## src/rtl/icache_load_ctrl_pkg.sv

```systemverilog
// Shared types and constants for the instruction-cache load controller.
package icache_load_ctrl_pkg;

  localparam int unsigned INSN_W = 32;
  localparam logic [INSN_W-1:0] NOP_WORD_DEF = 32'h0000_0013;

  typedef enum logic [1:0] {IDLE, LOAD, RUN} state_t;

endpackage

```

## src/rtl/icache_fetch_pipe.sv

```systemverilog
// Fetch result pipeline: tracks RD_LAT cycles of read validity and the beyond-image flag.
module icache_fetch_pipe
  import icache_load_ctrl_pkg::*;
#(
  parameter int unsigned       ADDR_W   = 9,
  parameter int unsigned       RD_LAT   = 1,
  parameter logic [INSN_W-1:0] NOP_WORD = NOP_WORD_DEF
) (
  input  logic              clock,
  input  logic              aclr,
  input  logic              flush,
  input  logic              in_valid,
  input  logic [ADDR_W-1:0] in_addr,
  input  logic [ADDR_W:0]   limit,
  input  logic [INSN_W-1:0] ram_q,
  output logic              out_valid,
  output logic [INSN_W-1:0] out_data
);

  logic [RD_LAT-1:0] v_sr;
  logic [RD_LAT-1:0] nop_sr;

  always_ff @(posedge clock or posedge aclr) begin
    if (aclr) begin
      v_sr   <= '0;
      nop_sr <= '0;
    end else if (flush) begin
      v_sr   <= '0;
      nop_sr <= '0;
    end else begin
      v_sr[0]   <= in_valid;
      nop_sr[0] <= ({1'b0, in_addr} >= limit);
      for (int unsigned i = 1; i < RD_LAT; i++) begin
        v_sr[i]   <= v_sr[i-1];
        nop_sr[i] <= nop_sr[i-1];
      end
    end
  end

  // ram_q is only valid in the result cycle, so the data mux follows the registered flags.
  assign out_valid = v_sr[RD_LAT-1];

  always_comb begin
    out_data = '0;
    if (out_valid) out_data = nop_sr[RD_LAT-1] ? NOP_WORD : ram_q;
  end

endmodule

```

## src/rtl/icache_load_ctrl.sv

```systemverilog
// Program-load sequencer and fetch arbiter for the instruction cache RAM.
// Define ICACHE_CKSUM_EN to verify a running 32-bit word checksum on ld_last.
module icache_load_ctrl
  import icache_load_ctrl_pkg::*;
#(
  parameter int unsigned       ADDR_W   = 9,
  parameter int unsigned       RD_LAT   = 1,
  parameter int unsigned       TIMEOUT  = 65535,
  parameter logic [INSN_W-1:0] NOP_WORD = NOP_WORD_DEF
) (
  input  logic              clock,
  input  logic              aclr,
  input  logic              ld_valid,
  input  logic [INSN_W-1:0] ld_data,
  input  logic              ld_last,
  input  logic              fetch_req,
  input  logic [ADDR_W-1:0] fetch_addr,
  output logic [INSN_W-1:0] fetch_data,
  output logic              fetch_valid,
  output logic              cpu_hold,
  output logic              ram_wren,
  output logic [ADDR_W-1:0] ram_wraddr,
  output logic [INSN_W-1:0] ram_wdata,
  output logic              ram_rden,
  output logic [ADDR_W-1:0] ram_rdaddr,
  input  logic [INSN_W-1:0] ram_q,
  output logic [ADDR_W:0]   load_words,
  output logic              load_ovf,
  output logic              load_err
);

  localparam int unsigned     TO_W    = $clog2(TIMEOUT + 1);
  localparam logic [TO_W-1:0] TO_LAST = TO_W'(TIMEOUT - 1);

  state_t          state;
  logic [TO_W-1:0] idle_cnt;
  logic            in_load, wr_word, accept, drop, ovf_base, cksum_ok, last_ok, timed_out;
  logic [ADDR_W:0] cnt_base, cnt_next;
`ifdef ICACHE_CKSUM_EN
  logic [INSN_W-1:0] sum, sum_base;
`endif

  // A start word seen in IDLE/RUN is processed as a LOAD word against a cleared image.
  always_comb begin
    in_load  = (state == LOAD) || ld_valid;
    cnt_base = (state == LOAD) ? load_words : '0;
    ovf_base = (state == LOAD) && load_ovf;
`ifdef ICACHE_CKSUM_EN
    sum_base = (state == LOAD) ? sum : '0;
    wr_word  = ld_valid && !ld_last;
    cksum_ok = (ld_data == sum_base);
`else
    wr_word  = ld_valid;
    cksum_ok = 1'b1;
`endif
    accept    = wr_word && !cnt_base[ADDR_W];
    drop      = wr_word && cnt_base[ADDR_W];
    cnt_next  = cnt_base + {{ADDR_W{1'b0}}, accept};
    last_ok   = (cnt_next != '0) && cksum_ok;
    timed_out = !ld_valid && !ld_last && (idle_cnt == TO_LAST);
  end

  always_ff @(posedge clock or posedge aclr) begin
    if (aclr) begin
      state      <= IDLE;
      cpu_hold   <= 1'b1;
      ram_wren   <= 1'b0;
      ram_wraddr <= '0;
      ram_wdata  <= '0;
      ram_rden   <= 1'b0;
      ram_rdaddr <= '0;
      load_words <= '0;
      load_ovf   <= 1'b0;
      load_err   <= 1'b0;
      idle_cnt   <= '0;
`ifdef ICACHE_CKSUM_EN
      sum        <= '0;
`endif
    end else begin
      ram_wren <= 1'b0;
      ram_rden <= 1'b0;
      if (in_load) begin
        ram_wren <= accept;
        if (accept) begin
          ram_wraddr <= cnt_base[ADDR_W-1:0];
          ram_wdata  <= ld_data;
        end
        load_words <= cnt_next;
        load_ovf   <= ovf_base || drop;
        idle_cnt   <= (ld_valid || ld_last) ? '0 : idle_cnt + 1'b1;
        if (state != LOAD) load_err <= 1'b0;
`ifdef ICACHE_CKSUM_EN
        sum <= sum_base + (accept ? ld_data : '0);
`endif
        if (ld_last) begin
          state    <= last_ok ? RUN : IDLE;
          cpu_hold <= !last_ok;
          if (!last_ok) load_err <= 1'b1;
        end else if (timed_out) begin
          state    <= IDLE;
          cpu_hold <= 1'b1;
          load_err <= 1'b1;
        end else begin
          state    <= LOAD;
          cpu_hold <= 1'b1;
        end
      end else if (state == RUN) begin
        cpu_hold <= 1'b0;
        ram_rden <= fetch_req;
        if (fetch_req) ram_rdaddr <= fetch_addr;
      end
    end
  end

  icache_fetch_pipe #(
    .ADDR_W   (ADDR_W),
    .RD_LAT   (RD_LAT),
    .NOP_WORD (NOP_WORD)
  ) u_fetch_pipe (
    .clock     (clock),
    .aclr      (aclr),
    .flush     ((state != RUN) || ld_valid),
    .in_valid  (ram_rden),
    .in_addr   (ram_rdaddr),
    .limit     (load_words),
    .ram_q     (ram_q),
    .out_valid (fetch_valid),
    .out_data  (fetch_data)
  );

endmodule

```

## config.mk

```make
export PLATFORM = sky130hd
export DESIGN_NAME = icache_load_ctrl
export DESIGN_NICKNAME = d
export VERILOG_FILES = /design/src/rtl/icache_load_ctrl_pkg.sv /design/src/rtl/icache_fetch_pipe.sv /design/src/rtl/icache_load_ctrl.sv
export SDC_FILE = /design/constraint.sdc
export NUM_CORES = 1
export LEC_CHECK = 0
export BUFFER_PORTS_ARGS = -buffer_cell sky130_fd_sc_hd__buf_2
export CORE_UTILIZATION = 35
export CTS_CLUSTER_DIAMETER = 80
export DETAILED_ROUTE_END_ITERATION = 8
export SLEW_MARGIN = 20
export SYNTH_ARGS = -nofsm -noshare
export SYNTH_HDL_FRONTEND = slang
export SYNTH_SLANG_ARGS = --single-unit
```

## constraint.sdc

```tcl
create_clock -name clock -period 3.1 [get_ports clock]
set_input_delay 0.155 -clock clock [delete_from_list [all_inputs] [get_ports clock]]
set_output_delay 0.155 -clock clock [all_outputs]
set_load 0.05 [all_outputs]
```

==> reports/qor.log <==
INFO  place          count_of_buffers_from_port_buffering=175
INFO  synth          post-synth-top-area-fraction=0.515
INFO  synth          synthesized_area_fraction_occupied_by_and_or_nand_nor_cells=0.258
INFO  power          power.density_cell_area=646nW/um2
INFO  clock_network  later_pin_clock_latency_in_the_skew_report=330ps
INFO  synth          synth.top_cells.by_area=dfrtp_1, nand2_1, and2_1, ha_1, mux2_2
INFO  routing        drt-initial-drc-count=211
INFO  timing         timing.setup.tns=0ps
INFO  routing        first_pass_iters=4
INFO  place          dp_cells=745
INFO  synth          post_synth_most_frequent_cells=nand2_1, dfrtp_1, and2_1
INFO  routing        drt-total-wl=11,200um
INFO  synth          yosys.cell_count.top_type=nand2_1
INFO  clock_network  max-clock-path-buffers=2
INFO  floorplan      floorplan.rows=39
INFO  synth          synth.largest_area_cell=dfrtp_1
INFO  worst_hold_path hp-class=input pin to flop
INFO  synth          ys_dominant_reg_cell=dfrtp_1
INFO  critical_path  cpPeakStageDelay=450ps
INFO  power          ir_worst_vdd=0.301mV
INFO  synth          avg_cell_area_syn=9.28um2
INFO  floorplan      design.die.area=12,100um2
INFO  synth          synth_xor_xnor_area_share=0.0279
INFO  floorplan      chipWidth=110um
INFO  synth          asyncSetResetFlopFracSynth=1.00
INFO  floorplan      initial_utilization=0.358
INFO  routing        post_drt_via_cell_ratio=4.77
INFO  clock_network  clock-sinks=85
INFO  run            cap_violations=0
INFO  synth          synth_top_family_by_area=simple AND/OR/NAND/NOR gates
INFO  timing         worst_slew_margin_rel=0.574
INFO  synth          synth_seq_area_share=0.521
INFO  synth          post_synth_num_cell_types=44
INFO  clock_network  cts_buffers=9
INFO  critical_path  worst-path-max-fanout=7
INFO  global_route   grt_start_max_net_pins=46
INFO  routing        post-route-drc-count=0
INFO  timing         setup_viol=0
INFO  cells_and_area post_route_cells_drive_above_1_share=0.351
INFO  critical_path  critical-path-top-cell-by-count=nand2_1
INFO  critical_path  critical-path-slowest-cell=a2111oi_2
INFO  floorplan      floorplan.die.height=110um
INFO  timing         slew_violations=0
INFO  critical_path  timing.setup.critical_path_class=flop to flop
INFO  synth          post_synth_inst_count=440
INFO  synth          synth-compound-area-share=0.0803
INFO  synth          synth_seq_cells=85
INFO  cells_and_area total_number_of_nets_in_the_final_design=716
INFO  synth          netlist_area=4080um2
INFO  floorplan      pin_count=176
INFO  critical_path  start_kind=flop
INFO  critical_path  reg2reg_depth=12
INFO  critical_path  cp_data_required_time=3320ps
INFO  timing         post-route-period-util=0.904
INFO  place          place.detailed.hpwl=8380um
INFO  cells_and_area antenna-diode-count=0
INFO  timing         rsz0062_at_grt=no
INFO  timing         worst_hold_slack_across_all_endpoints=13.0ps
INFO  clock_network  cts.root.buffer_cell=clkbuf_16
INFO  worst_hold_path hold-path-cell-count=3
INFO  global_route   track_usage=0.181
INFO  synth          synth-adder-area-share=0.0398
INFO  cells_and_area area.growth.synth_to_final=36.0%
INFO  floorplan      floorplan.core_area=11,400um2
INFO  routing        detailroute.via_count=3,684
INFO  routing        ant_nets=0
INFO  place          place_congestion=0.843
INFO  global_route   grt_overflow=0
INFO  timing         minimum_clock_period=2800ps
INFO  global_route   number_of_global_route_vias_before_repair=3,383
INFO  global_route   grt_pass1_wl=16,500um
INFO  critical_path  path_cells=and2b_4, nand2_1, nand2_1, inv_1, ha_1, ha_2, nand3_1, or4_1, o2111ai_1, a2111oi_2, nand2_2, a31o_1
INFO  synth          synth.net_count=531
INFO  synth          synth_edf_count=0
INFO  power          power.static_leakage=3.00nW
INFO  routing        routed_length_per_instance=14.5um
INFO  global_route   initial_antenna_violation_count=0
INFO  timing         timing.final.hold_violations=0
INFO  timing         fmax=357MHz
INFO  outcome        outcome=completed
INFO  synth          synth.area.mux_share=0.0414
INFO  critical_path  critical_path_arrival=3020ps
INFO  synth          yosys_warnings=0
INFO  clock_network  cts.clk_slew.worst_paths=60ps
INFO  critical_path  worst_setup_path_end_kind=flop
INFO  timing         max_slew.worst_pin.slew=638ps
INFO  clock_network  clock_tree_from_tritoncts=built
INFO  cells_and_area final-instance-count-excl-fill=773
INFO  timing         fin_worst_skew=8.82ps
INFO  clock_network  cts_htree_levels=3
[layout make-up]
type	instances	area (um2)
Clock buffer	9	225
Multi-Input combinational cell	322	1830
Tap cell	143	179
Clock inverter	7	108
Inverter	15	57.6
Fill cell	1121	5860
Timing Repair Buffer	192	1030
Sequential cell	85	2130
[worst max-delay path, delay by kind of cell, from the launching register on]
family / cells / cell delay (ps)
DFF: 1 / 430
adders and majority gates: 2 / 420
and+or+nand+nor: 6 / 930
buffers and inverters: 1 / 50
AOI/OAI and AO/OA: 3 / 860
[path summary, 6_finish.rpt]
check,startpoint,end,slack [ps]
setup / recovery,state[1],state[1],300
hold / removal,ld_data[3],ram_wdata[3],10
setup reg to reg,state[1],state[1],300
hold reg to reg,ram_wdata[2],ram_wdata[2],470
max in group asynchronous,aclr,ram_rdaddr[4],1930
min in group asynchronous,aclr,idle_cnt[8],410
[metrics by stage]
| step | power [mW] | utilization | setup slack, ps | cell area [um2] |
|---|---|---|---|---|
| after CTS | 3.62 | 0.484 | 156 | 5530 |
| after floorplan | 2.12 | - | 30.7 | 4080 |
| after global placement | 2.40 | 0.447 | 306 | 5100 |
| after detailed placement | 2.41 | 0.447 | 174 | 5100 |
| after global routing | 3.78 | 0.486 | 53.6 | 5550 |
| final | 3.59 | 0.486 | 296 | 5550 |
[cells by family (layout without fill, tap and decap cells)]
| family | after synthesis | in the layout |
|---|---|---|
| and+or+nand+nor | 230 | 230 |
| DFF | 85 | 85 |
| AOI/OAI and AO/OA | 51 | 51 |
| buffers and inverters | 33 | 223 |
| muxes | 15 | 15 |
| adders and majority gates | 13 | 13 |
| xor gates and xnor gates | 13 | 13 |
[routing by layer]
layer,up-vias,track usage,part of all wire
li1,1827,-,-
met4,0,0.0600,0.0087
met2,109,0.339,0.55
met5,-,0,0
met1,1739,0.212,0.40
met3,9,0.0247,0.047
[power by group]
group / internal, mW / leakage [nW] / switching, mW
clock network: 0.720 / 0.160 / 0.458
registers: 1.24 / 1.10 / 0.0972
logic: 0.326 / 1.74 / 0.745
total: 2.29 / 3.00 / 1.30
[placed cells by master (no fill, tap or decap), types with 2 or more instances in the layout]
cell	count
mux2_2	11
or4_1	2
nor3_1	2
or3_1	3
o21ai_0	13
buf_2	175
o21a_1	4
ha_1	12
a21o_1	4
inv_8	2
dfrtp_1	84
clkinv_4	2
o31ai_1	4
nand2_1	129
o211ai_1	2
xor2_1	12
nor2_1	29
nand3_1	7
dlygate4sd3_1	9
inv_1	13
o22ai_1	2
mux2i_1	3
and2_1	32
bufinv_16	2
a31oi_1	2
buf_4	8
clkbuf_16	9
o2111ai_1	2
and3_1	5
nor2b_1	3
a21oi_1	13
nand2b_1	4
o32ai_1	2
nand4_1	7
[registers in the layout, indices dropped and copies added (netlist names)]
signal and cells:
u_fetch_pipe.out_valid 1, load_err 1, ram_wren 1, idle_cnt 16, ram_rdaddr 9, ram_wraddr 9, load_words 10, ram_wdata 32
ram_rden 1, load_ovf 1, u_fetch_pipe.nop_sr 1, state 2, cpu_hold 1
[repair_timing]
| item | CTS | global route |
|---|---|---|
| endpoints found under the hold margin | 39 | 0 |
| resized for setup | 0 | 2 |
| setup endpoints to repair | 0 | 3 |
| hold buffers | 9 | 0 |
| buffers inserted | 0 | 3 |
Power figures use the tool's default switching activity.
